--- config.mk ---
export PLATFORM = sky130hd
export DESIGN_NAME = tft_burst_reader
export DESIGN_NICKNAME = d
export VERILOG_FILES = /design/src/rtl/tft_burst_reader.sv
export SDC_FILE = /design/constraint.sdc
export NUM_CORES = 1
export LEC_CHECK = 0
export ABC_AREA = 1
export BUFFER_PORTS_ARGS = -buffer_cell sky130_fd_sc_hd__buf_2
export CAP_MARGIN = 20
export CORE_UTILIZATION = 45
export DETAILED_ROUTE_END_ITERATION = 8
export PLACE_DENSITY = 0.79
export SYNTH_ARGS = -nofsm -noshare
export SYNTH_HDL_FRONTEND = slang
export SYNTH_SLANG_ARGS = --single-unit
--- constraint.sdc ---
create_clock -name clkSYS -period 4.21 [get_ports clkSYS]
set_clock_uncertainty 0.15 [all_clocks]
set_input_delay 0 -clock clkSYS [delete_from_list [all_inputs] [get_ports clkSYS]]
set_output_delay 0 -clock clkSYS [all_outputs]
set_load 0.1 [all_outputs]
--- src/rtl/tft_burst_reader.sv ---
// ---------------------------------------------------------------------------
// tft_burst_reader
//
// Upstream feeder for the TFT scan-out FIFO. Turns the display engine's
// level-style burst request into single burst-read requests on an SDRAM
// arbiter read port, counts bursts in flight, and forwards the returned
// words to the display FIFO one cycle after they arrive.
//
// aclr is tied to vertical blank, so every frame starts fully flushed.
//
// Ports
//   clkSYS       in   1    system clock, rising edge
//   aclr         in   1    asynchronous active-high reset
//   req_i        in   1    display wants another burst (level)
//   req_addr_i   in   AN   start word address of the requested burst
//   req_ack_o    out  1    one-cycle pulse: burst accepted by the arbiter
//   mem_data_o   out  DN   returned word to the display FIFO
//   mem_valid_o  out  1    mem_data_o valid (FIFO write strobe)
//   arb_req_o    out  1    burst read request to the arbiter
//   arb_addr_o   out  AN   burst start address to the arbiter
//   arb_ack_i    in   1    arbiter accepted arb_req_o (one cycle)
//   arb_data_i   in   DN   read data from the arbiter
//   arb_valid_i  in   1    arb_data_i valid
//   busy_o       out  1    a burst is pending or in flight
//   err_o        out  1    sticky: data returned with nothing in flight
//   inflight_o   out  2    bursts issued but not fully returned
// ---------------------------------------------------------------------------
module tft_burst_reader #(
    parameter int AN     = 24,
    parameter int DN     = 16,
    parameter int BURST  = 8,
    parameter int MAXOUT = 2
) (
    input  logic          clkSYS,
    input  logic          aclr,
    input  logic          req_i,
    input  logic [AN-1:0] req_addr_i,
    output logic          req_ack_o,
    output logic [DN-1:0] mem_data_o,
    output logic          mem_valid_o,
    output logic          arb_req_o,
    output logic [AN-1:0] arb_addr_o,
    input  logic          arb_ack_i,
    input  logic [DN-1:0] arb_data_i,
    input  logic          arb_valid_i,
    output logic          busy_o,
    output logic          err_o,
    output logic [1:0]    inflight_o
);

    localparam int              BW         = (BURST > 1) ? $clog2(BURST) : 1;
    localparam logic [BW-1:0]   BEAT_LAST  = BW'(BURST - 1);
    localparam logic [1:0]      MAXOUT_L   = 2'(MAXOUT);

    typedef enum logic [1:0] {
        ST_IDLE  = 2'd0,
        ST_ISSUE = 2'd1,
        ST_GAP   = 2'd2
    } state_t;

    state_t          state_q,     state_d;
    logic            arb_req_q,   arb_req_d;
    logic [AN-1:0]   arb_addr_q,  arb_addr_d;
    logic [DN-1:0]   mem_data_q,  mem_data_d;
    logic            mem_valid_q, mem_valid_d;
    logic [1:0]      inflight_q,  inflight_d;
    logic [BW-1:0]   beat_q,      beat_d;
    logic            err_q,       err_d;

    logic            issue_s;     // burst accepted by the arbiter this cycle
    logic            accept_s;    // returned word belongs to an in-flight burst
    logic            last_s;      // accepted word completes its burst
    logic            stray_s;     // returned word with nothing in flight

    // Request-side FSM: next state and arbiter request/address.
    always_comb begin
        state_d    = state_q;
        arb_req_d  = arb_req_q;
        arb_addr_d = arb_addr_q;
        issue_s    = 1'b0;
        case (state_q)
            ST_IDLE: begin
                // At MAXOUT the level request is simply not sampled.
                if (req_i && (inflight_q < MAXOUT_L)) begin
                    arb_addr_d = req_addr_i;
                    arb_req_d  = 1'b1;
                    state_d    = ST_ISSUE;
                end else begin
                    state_d    = ST_IDLE;
                end
            end
            ST_ISSUE: begin
                // Request and address stay stable until the arbiter accepts.
                if (arb_ack_i) begin
                    arb_req_d = 1'b0;
                    issue_s   = 1'b1;
                    state_d   = ST_GAP;
                end else begin
                    state_d   = ST_ISSUE;
                end
            end
            ST_GAP: begin
                // One dead cycle so upstream can refresh req_addr and its
                // fill level before req is looked at again.
                state_d = ST_IDLE;
            end
            default: begin
                state_d   = ST_IDLE;
                arb_req_d = 1'b0;
            end
        endcase
    end

    // Return-side bookkeeping: beat counter, in-flight count, data forward, error.
    always_comb begin
        accept_s    = arb_valid_i && (inflight_q != 2'd0);
        stray_s     = arb_valid_i && (inflight_q == 2'd0);
        last_s      = accept_s && (beat_q == BEAT_LAST);
        mem_data_d  = arb_data_i;
        mem_valid_d = accept_s;
        beat_d      = beat_q;
        err_d       = err_q;

        if (last_s) begin
            beat_d = {BW{1'b0}};
        end else if (accept_s) begin
            beat_d = beat_q + {{(BW-1){1'b0}}, 1'b1};
        end else begin
            beat_d = beat_q;
        end

        // Issue and completion in the same cycle cancel; neither limit can
        // be crossed since issue is gated at MAXOUT and stray beats are dropped.
        case ({issue_s, last_s})
            2'b10:   inflight_d = inflight_q + 2'd1;
            2'b01:   inflight_d = inflight_q - 2'd1;
            default: inflight_d = inflight_q;
        endcase

        if (stray_s) begin
            err_d = 1'b1;
        end else begin
            err_d = err_q;
        end
    end

    // State and datapath registers; aclr flushes everything, including any aborted burst.
    always_ff @(posedge clkSYS or posedge aclr) begin
        if (aclr) begin
            state_q     <= ST_IDLE;
            arb_req_q   <= 1'b0;
            arb_addr_q  <= {AN{1'b0}};
            mem_data_q  <= {DN{1'b0}};
            mem_valid_q <= 1'b0;
            inflight_q  <= 2'd0;
            beat_q      <= {BW{1'b0}};
            err_q       <= 1'b0;
        end else begin
            state_q     <= state_d;
            arb_req_q   <= arb_req_d;
            arb_addr_q  <= arb_addr_d;
            mem_data_q  <= mem_data_d;
            mem_valid_q <= mem_valid_d;
            inflight_q  <= inflight_d;
            beat_q      <= beat_d;
            err_q       <= err_d;
        end
    end

    // Acceptance pulse is combinational so it lines up with arb_ack_i.
    assign req_ack_o   = (state_q == ST_ISSUE) && arb_ack_i;
    assign busy_o      = (state_q != ST_IDLE) || (inflight_q != 2'd0);
    assign arb_req_o   = arb_req_q;
    assign arb_addr_o  = arb_addr_q;
    assign mem_data_o  = mem_data_q;
    assign mem_valid_o = mem_valid_q;
    assign inflight_o  = inflight_q;
    assign err_o       = err_q;

endmodule

* Word level (Yosys, flattened, before mapping)
Index checks and enable logic that the tools add are counted.
** Cells by class
- Add/subtract/negate cells :: 3
- $mul :: 0
- Divide/modulo/power cells :: 0
- $lt $le $gt $ge :: 1
- Eq/ne operators :: 7
- Shift-type cells :: 0
- Muxes and demuxes :: 11
- Bitwise logic cells :: 1
- Reduce and logical (&&, ||, !) cells :: 14
** Operators by type and width (number)
- $pmux 2 s2 :: 2
- $reduce_bool 2->1 :: 4
- $mux 3 :: 2
- $logic_and 1x1->1 :: 5
- $mux 1 :: 5
- $eq 2x1->1 const B :: 2
- $eq 2x2->1 const B :: 2
- $logic_not 2->1 :: 2
- $ne 2x2->1 const B :: 2
- $add 3x1->3 const B :: 1
- $eq 3x3->1 const B :: 1
- $pmux 1 s3 :: 1
- $reduce_and 3->1 :: 1
- $add 2x1->2 const B :: 1
- $lt 2x2->1 const B :: 1
- $mux 2 :: 1
- $reduce_and 2->1 :: 1
- $sub 2x1->2 const B :: 1
- $logic_or 1x1->1 :: 1
- $not 1->1 :: 1
** Storage, ports and cells
- Register bits after elaboration :: 50
- Latch bits :: 0
- RAM bits :: 0
- ROM bits :: 0
- Input port bits :: 45
- Output and inout bits :: 47
- Word-level logic and storage cells :: 45
- Memories :: 0

* Longest topological paths before layout
Gate-level depths: netlist of run 1.
- Depth in word-level cells :: 5
- Mapped depth :: 10
- Gate-level depth less buffers :: 10

* Worst setup path after synthesis of run 1
Ideal clock, no wire load.
- Path kind :: reg-to-reg
- From :: reg inflight_q[1] (netlist: inflight_o[1])
- To :: reg inflight_q[1] (netlist: inflight_o[1])
- Arrival time :: 1.993 ns
- Data required time :: 3.937 ns
- Path slack :: 1.944 ns
- Stages on the path, launching flop included :: 10
- Path buffers :: 0
- Clock period less this slack :: 2.266 ns
- Cell sequence :: dfrtp_1 -> inv_1 -> nand2_1 -> nand2_1 -> nor2_1 -> ha_1 -> inv_1 -> nand3_1 -> nand2_1 -> nand2_1
** Between the ends
- Longest elaborated chain between the ends :: 5
** RTL lines
- start, declared :: RTL line 66 : logic [1:0] inflight_q, inflight_d;
- start signal, assigned :: RTL line 164 : inflight_q <= inflight_d;
- $reduce_bool 2->1 :: RTL line 116 : accept_s = arb_valid_i && (inflight_q != 2'd0);
- $logic_and 1x1->1 :: RTL line 116
- $logic_and 1x1->1 :: RTL line 118 : last_s = accept_s && (beat_q == BEAT_LAST);
- $eq 2x1->1 or $eq 2x2->1 (tied branches) :: RTL line 134 : case ({issue_s, last_s})
- $pmux 2 s2 or $reduce_bool 2->1 (tied branches)
Parallel ways exist; a longest one is shown, timed or not.
A chain may end at the register's enable or synchronous reset.

* Final worst setup path of run 1
- From :: reg state_q[1]
- To :: out busy_o
** Between the ends
- Longest elaborated chain between the ends :: 2
** RTL lines
- start, declared :: RTL line 61 : state_t state_q, state_d;
- start signal, assigned :: RTL line 159 : state_q <= state_d;
- $reduce_bool 2->1 :: RTL line 172 : assign busy_o = (state_q != ST_IDLE) || (inflight_q != 2'd0);
- $logic_or 1x1->1 :: RTL line 172
- end, declared :: RTL line 46 : output logic busy_o,
No other way between the ends.

==> results of run 1 <==
[area by class of cell]
class	count	share of cell area (%)
repair buffers	135	31.9
flip-flops and latches	50	43.8
well taps	48	2.10
clock buffers	5	2.41
multi-input cells	104	17.5
inverters	12	1.58
clock inverters	3	0.744
[cell usage after synthesis (all sizes together)]
library cell  count  area [sq um]
buf               6          50.0
ha                3          37.5
nor2              3          26.3
a31o              1          8.76
nand3            27           135
xnor2             1          8.76
inv              12          45.0
o21a              1          7.51
dfrtp            50          1250
a21oi             1          8.76
o21ai             2          10.0
nand2            63           244
nand4             2          12.5
[worst max-delay path: stages, from the launching register on]
cell and delay [ns]:
dfrtp_1 0.43, nor2_4 0.52, nand3_1 0.12, buf_2 0.33
[flip-flops by register name (all words and copies together), names as in the netlist]
signal,count
inflight_o,2
arb_addr_o,24
mem_valid_o,1
mem_data_o,16
arb_req_o,1
state_q,2
beat_q,3
err_o,1
[per-stage QoR]
step	setup slack [ns]	instances	instance area, sq um	hold WS (ns)	utilization, %
final	2.35	357	2860	0.0449	75.3
after global routing	2.22	357	2860	0.0533	75.3
after CTS	2.34	356	2830	0.0403	74.5
after detailed placement	2.45	305	2310	-0.0407	60.8
after global placement	2.50	305	2310	-0.0420	60.8
after floorplan	1.94	172	1850	-0.119	-
[layer usage]
metal  vias up  share of wire [%]  track usage [%]  wire, um
met5         -                  0                0         0
met3         6                5.3             6.72       234
li1        813                  -                -         -
met2        59                 53             43.5      2340
met1       793                 41             24.0      1810
met4         0                1.3             3.46        57
[cells by family after synthesis]
group | after synthesis | share of synthesized area, %
AND/OR/NAND/NOR | 95 | 22.6
flip-flops | 50 | 67.8
buffers and inverters | 18 | 5.15
AO/OA/AOI/OAI | 5 | 1.90
adder cells (fa/ha/maj) | 3 | 2.03
XOR/XNOR | 1 | 0.475
[worst paths after layout]
kind / end / slack (ns) / cells after the start
setup / recovery: busy_o / 2.35 / 3
hold / removal: arb_addr_o[15] / 0.04 / 5
setup reg to reg: arb_addr_o[20] / 2.44 / 4
hold reg to reg: arb_addr_o[4] / 0.32 / 2
max in group asynchronous: arb_addr_o[18] / 3.24 / 4
min in group asynchronous: beat_q[2] / 0.17 / 3
[repair_timing]
action | 4_1_cts | 5_1_grt
hold buffers | 43 | 0
resized for setup | 0 | 0
endpoints found under the hold margin | 98 | 0
setup buffers | 0 | 0
==> metrics.txt, run 1 <==
antenna viol nets, final 0; Tmin final between 1.5 and 2 ns; Fin Setup TNS 0 ns; # IOs 92; Ys Warns 0; Slew HR between 50% and 60%; fillers 278; clk slew on worst S/H paths around 0.09 ns; final count of hold timing violations 0; Mean Syn Cell Area around 11 sq um; RSZ-0062 raised after global routing false; die width 66.0 um; H-tree level count 2; GPL Wtd Cong 0.748; CP Class reg2out; Hold Path Origin req_i; Post-Syn Instances between 150 and 200; cell row count 22; CP Launch Type register; worst setup path start state_q[1]; Vias/cell roughly 4.7; Least-Margin Pin Slew approximately 0.63 ns; DRT Wirelength roughly 4400 um; GRT overflow 0; clock latency at the later pin of the worst-skew pair 0.29 ns; CTS tree built; largest net degree at the start of global routing between 50 and 60; largest fanout on the critical path 26; CTS Sinks 50; CTS Buf Count 5; min-delay worst type in2reg; 1st-iter DRT viols roughly 110; GRT Total Usage 22.4%; number of detailed-route iterations in the first pass 4; status complete, no violations; Seq/Total Area, Yosys 67.8%; WL/cell roughly 12 um; commonest non-fill, non-tap cell in the layout buf_2; Final nets 356; vias in the first global route 1704; # port buffers 91; DRC 0; Root Driver clkbuf_8; Area growth syn-to-layout 54.9%; max-slew violations 0; initial core utilization 48.6%; nature of the critical path endpoint primary output; core area 3800 sq um; DP HPWL about 2600 um; Register Area 1250 sq um; Die Footprint 4360 sq um; Fmax achieved 0.537 GHz; vias 1671; die height 66.0 um; Worst EP arrival 1.71 ns; initial antenna violation count 0; Max Buffers Root-to-Sink 2; worst endpoint required time roughly 4.1 ns; syn_nets 220; first-pass GRT wire length 7280 um; share of layout cells above drive strength 1 about a third; count of different cell masters after synthesis 17; highest-count cells in the layout ignoring fill and taps 91 x buf_2, 62 x nand2_1, 50 x dfrtp_1; Final setup violation count 0; Max-Cap Viols 0; diode count 0; fin crit share 44.2%; area of the multi-input gates between 400 and 500 sq um; Cell Area, Synth roughly 1800 sq um; RR Startpoint inflight_o[1]; Synth Register Bits 50
Power of run 1 is not shown: default switching activity piles up to over one toggle a cycle in this logic, so the estimate is an artifact.
==> inputs of run 2 (changes only) <==
--- a/config.mk
+++ b/config.mk
@@ -5,12 +5,12 @@
 export SDC_FILE = /design/constraint.sdc
 export NUM_CORES = 1
 export LEC_CHECK = 0
-export ABC_AREA = 1
+export ABC_AREA = 0
 export BUFFER_PORTS_ARGS = -buffer_cell sky130_fd_sc_hd__buf_2
 export CAP_MARGIN = 20
-export CORE_UTILIZATION = 45
+export CORE_UTILIZATION = 40
 export DETAILED_ROUTE_END_ITERATION = 8
-export PLACE_DENSITY = 0.79
+export PLACE_DENSITY = 0.74
 export SYNTH_ARGS = -nofsm -noshare
 export SYNTH_HDL_FRONTEND = slang
 export SYNTH_SLANG_ARGS = --single-unit
==> constraint.sdc (replaced) <==
create_clock -name clkSYS -period 1.7 [get_ports clkSYS]
set_clock_uncertainty 0.15 [all_clocks]
set_input_delay 0 -clock clkSYS [delete_from_list [all_inputs] [get_ports clkSYS]]
set_output_delay 0 -clock clkSYS [all_outputs]
set_load 0.1 [all_outputs]
==> run 2 against run 1 <==
The flow now finishes with violations (setup timing). Highest routed layer unchanged. Worst setup slack got worse by 2.4 ns. Area after synthesis rose by 0.47%. Worst hold slack got worse by 0.027 ns. First-iteration DRC count fell by 57%. Largest cell class unchanged.
==> metrics.txt, run 2 <==
clock latency at the later pin of the worst-skew pair 0.29 ns; worst endpoint required time 1.73 ns; WL/cell approximately 14 um; first-pass GRT wire length 7180 um; Reg-to-Reg End arb_addr_o[14]; Mean Syn Cell Area approximately 17 sq um; Worst EP arrival approximately 1.8 ns; # port buffers 91; cell row count 24; fillers 302; Final nets 306; GRT overflow 0; Slew HR between 60% and 70%; area leader, netlist dfrtp_1; max-slew violations 0; nature of the critical path endpoint register; post-synthesis async set-or-reset flop share between 90% and 100%; worst hold path depth 3; PnR worst setup slack -0.0232 ns; Final Util around two thirds; GPL Wtd Cong 0.710; final count of hold timing violations 0; CP Launch Type register; diode count 0; CTS Sinks 50; number of synthesized flops with an enable pin 0; Ys Warns 0; Tmin final approximately 1.7 ns; Synth Register Bits 50; largest net degree at the start of global routing 27; Least-Margin Pin Slew 0.558 ns; initial core utilization 42.0%; core area ~4400 sq um; CTS tree built; clk slew on worst S/H paths about 0.09 ns; largest cells by area after synthesis dfrtp_1 67%, mux2_4 16%, mux2_2 3.0%; RSZ-0062 raised after global routing true; CP Class reg2reg; antenna viol nets, final 0; Cell Area, Synth between 1500 and 2000 sq um; CTS Buf Count 5; Fmax achieved a little under 0.6 GHz; # IOs 92; syn_nets 157; highest-count cells in the layout ignoring fill and taps 90 x buf_2, 48 x dfrtp_1, 43 x dlygate4sd3_1; commonest non-fill, non-tap cell in the layout buf_2; Post-Syn Instances 109; H-tree level count 2; Root Driver clkbuf_8; count of different cell masters after synthesis 19; 1st-iter DRT viols 46; share of the synthesized area in the top cell type 67.5%; Post-synth top cells 50 x dfrtp_1, 20 x mux2_4, 5 x inv_1, 5 x mux2_2, 5 x nor2_1; Die Footprint 4910 sq um; Vias/cell roughly 4.5; largest fanout on the critical path 16; fin crit share 101%; Hold EP state_q[0]; DRC 0; die height ~70 um; count leader, synth dfrtp_1; number of detailed-route iterations in the first pass 4; failing checks setup timing; Max-Cap Viols 0; min-delay worst type in2reg; top_reg_cell synth dfrtp_1; DP HPWL roughly 2700 um; Final setup violation count 16; Area growth syn-to-layout 63.4%; GRT Total Usage 19.4%; share of layout cells above drive strength 1 57.4%; DRT Wirelength 4410 um; die width 70.1 um; vias in the first global route 1499; Hold Path Origin req_i; reg2reg path depth 4; status finished with violations; Seq/Total Area, Yosys around 67%; RR Startpoint state_q[0]; max reg flops 24; vias 1409; r2r setup slk -0.02 ns; Max Buffers Root-to-Sink 2; hold slack 0.0183 ns; initial antenna violation count 0
## run 2: area by class of cell
cell class	instances	area (sq um)	area share [%]
Sequential cell	50	1250	41.4
Timing Repair Buffer	144	1000	33.0
Multi-Input combinational cell	52	576	19.0
Clock buffer	6	82.6	2.73
Tap cell	52	65.1	2.15
Clock inverter	1	30.0	0.991
Inverter	5	22.5	0.743
## run 2: worst max-delay path by stage
| stage | startpoint | to | slack, ns |
|---|---|---|---|
| 2_1_floorplan | inflight_o[1] | arb_addr_o[0] | -0.27 |
| 3_3_place_gp | inflight_o[1] | arb_addr_o[5] | 0.006 |
| 3_5_place_dp | state_q[0] | arb_addr_o[5] | -0.01 |
| 4_1_cts | state_q[0] | arb_addr_o[14] | -0.02 |
| 5_1_grt | state_q[0] | arb_addr_o[14] | -0.05 |
| 6_report | state_q[0] | arb_addr_o[14] | -0.02 |
## run 2: logic make-up (layout without fill, tap and decap cells)
kind of cell / count (synthesis) / in the layout / share of synthesized area, %
buffers and inverters: 7 / 156 / 3.17
adders and majority gates: 3 / 3 / 2.02
and+or+nand+nor: 14 / 14 / 4.52
AOI/OAI and AO/OA: 7 / 7 / 2.16
xor gates and xnor gates: 3 / 3 / 1.42
muxes: 25 / 25 / 19.2
DFF: 50 / 50 / 67.5
## run 2: what timing repair did
action / 4_1_cts / 5_1_grt
buffers inserted: 0 / 0
pin swaps: 3 / 4
gates resized for setup: 2 / 8
hold endpoints to repair: 69 / 0
endpoints found under the setup margin: 17 / 23
hold buffers: 43 / 0
## run 2: through the flow
| step | TNS, ns | cell area (sq um) | std cells | setup slack (ns) |
|---|---|---|---|---|
| after CTS | -0.277 | 3000 | 310 | -0.0239 |
| after global routing | -0.686 | 3030 | 310 | -0.0464 |
| after global placement | 0 | 2460 | 260 | 0.00589 |
| after detailed placement | -0.0756 | 2460 | 260 | -0.0123 |
| after floorplan | -6.33 | 1860 | 109 | -0.270 |
| final | -0.148 | 3030 | 310 | -0.0232 |
## run 2: worst max-delay path: stages (launching register included)
cell and delay, ns:
dfrtp_1 0.39, or3b_4 0.44, nor2_8 0.12, buf_12 0.18, mux2_4 0.32
## run 2: per-layer routing
| layer | up-vias | GRT usage (%) | share of wire, % |
|---|---|---|---|
| met3 | 11 | 5.63 | 5.6 |
| li1 | 658 | - | - |
| met5 | - | 0 | 0 |
| met4 | 0 | 7.56 | 2.0 |
| met1 | 680 | 21.3 | 40 |
| met2 | 60 | 35.1 | 53 |
Power of run 2 is left out for the same reason.
==> inputs of run 3 (changes only) <==
--- a/config.mk
+++ b/config.mk
@@ -11,6 +11,7 @@
 export CORE_UTILIZATION = 40
 export DETAILED_ROUTE_END_ITERATION = 8
 export PLACE_DENSITY = 0.74
+export SETUP_SLACK_MARGIN = 0.4
 export SYNTH_ARGS = -nofsm -noshare
 export SYNTH_HDL_FRONTEND = slang
 export SYNTH_SLANG_ARGS = --single-unit
==> run 3 against run 2 <==
The run still ends with setup timing left. Fmax is 1.8% lower. Final area is 9.0% higher. Die area stayed put. Clock-buffer cell count stayed put. Wire length is 11% higher.
==> metrics.txt, run 3 (synthesis results as in run 2) <==
antenna viol nets, final 0; highest-count cells in the layout ignoring fill and taps 86 x buf_2, 47 x dfrtp_1, 43 x dlygate4sd3_1; Tmin final between 1.5 and 2 ns; nature of the critical path endpoint register; Max Buffers Root-to-Sink 2; core area 4410 sq um; Final nets 318; r2r setup slk -0.06 ns; H-tree level count 2; CTS Buf Count 5; Fmax achieved 0.570 GHz; commonest non-fill, non-tap cell in the layout buf_2; Hold EP state_q[1]; Slew HR 61.5%; initial antenna violation count 0; Register Area 1250 sq um; clock latency at the later pin of the worst-skew pair 0.29 ns; Root Driver clkbuf_8; reg2reg path depth 4; number of detailed-route iterations in the first pass 4; GRT Total Usage about 20%; max reg flops 24; Area growth syn-to-layout 78.2%; cell row count 24; fin crit share 103%; Max-Cap Viols 0; GRT overflow 0; diode count 0; CTS Sinks 50; fillers 269; failing checks setup timing; CP Launch Type register; max-slew violations 0; CTS tree built; vias 1469; worst setup path start state_q[0]; GPL Wtd Cong about 0.71; DP HPWL 2540 um; WL/cell 15.2 um; RR Startpoint state_q[0]; area of the multi-input gates 662 sq um; DRC 0; final count of hold timing violations 0; status finished with violations; PnR worst setup slack -0.0555 ns; largest net degree at the start of global routing 27; Placement Cell Area 2450 sq um; # port buffers 91; Worst EP arrival 1.78 ns; Hold Path Origin arb_ack_i; share of layout cells above drive strength 1 between 60% and 70%; Vias/cell 4.55; largest fanout on the critical path 10; vias in the first global route approximately 1600; Reg-to-Reg End arb_addr_o[12]; first-pass GRT wire length 7570 um; initial core utilization 42.0%; min-delay worst type in2reg; 1st-iter DRT viols 34; RSZ-0062 raised after global routing true; DRT Wirelength roughly 4900 um; CP Class reg2reg; clk slew on worst S/H paths 0.09 ns; Die Footprint 4910 sq um; # IOs 92; Final setup violation count 24; die height 70.1 um; die width approximately 70 um; worst endpoint required time between 1.5 and 2 ns; Least-Margin Pin Slew 0.576 ns; final instance area ~3300 sq um; Final Util roughly 75%; worst hold path depth 4
## run 3: changes by cell type in the layout (fill, tap and decap cells not counted), sizes merged
cell / before / now
buf: 101 / 112
clkinvlp: 1 / 3
clkbuf: 6 / 7
inv: 4 / 3
## run 3: worst max path at each step
stage,endpoint,cells after the start,slack [ns]
detailed placement,arb_addr_o[12],4,-0.03
floorplan,arb_addr_o[0],4,-0.27
CTS,arb_addr_o[12],4,-0.03
finish,arb_addr_o[12],4,-0.06
global route,arb_addr_o[18],4,-0.08
global placement,inflight_o[1],7,0.01
## run 3: repair_timing
item,CTS,global route
endpoints found under the setup margin,31,38
hold buffers,43,0
endpoints found under the hold margin,94,0
gates cloned,1,0
buffers inserted,7,5
pin swaps,7,5
gates resized for setup,42,9
## run 3: metrics by stage
| step | hold WS, ns | setup TNS [ns] | setup WS [ns] | cells |
|---|---|---|---|---|
| 6_report | 0.0161 | -0.914 | -0.0555 | 323 |
| 5_1_grt | 0.0304 | -1.69 | -0.0841 | 323 |
| 4_1_cts | -0.00211 | -0.470 | -0.0318 | 318 |
| 3_5_place_dp | -0.0590 | -0.408 | -0.0257 | 259 |
| 3_3_place_gp | -0.0607 | 0 | 0.0105 | 259 |
| 2_1_floorplan | -0.119 | -6.32 | -0.270 | 109 |
## run 3: area by class of cell
| cell class | instances | area share [%] |
|---|---|---|
| clock buffer | 6 | 2.20 |
| clock inverter | 2 | 1.14 |
| inverter | 5 | 0.871 |
| multi-input combinational | 52 | 20.0 |
| sequential | 50 | 38.0 |
| tap | 52 | 1.97 |
| timing repair buffer | 156 | 35.8 |
## run 3: routing by layer
metal  wire length [um]  global-route usage, %  vias up
met1               1870                   21.8      712
met3                303                   6.35       10
met2               2630                   37.6       65
met4                 91                   5.33        0
li1                   -                      -      682
met5                  0                      0        -
## run 3: critical path, stage by stage (launching register included)
cell     delay (ns)
dfrtp_1        0.40
or3b_4         0.44
nor2_8         0.18
buf_12         0.17
mux2_4         0.30
Power of run 3 is left out for the same reason.
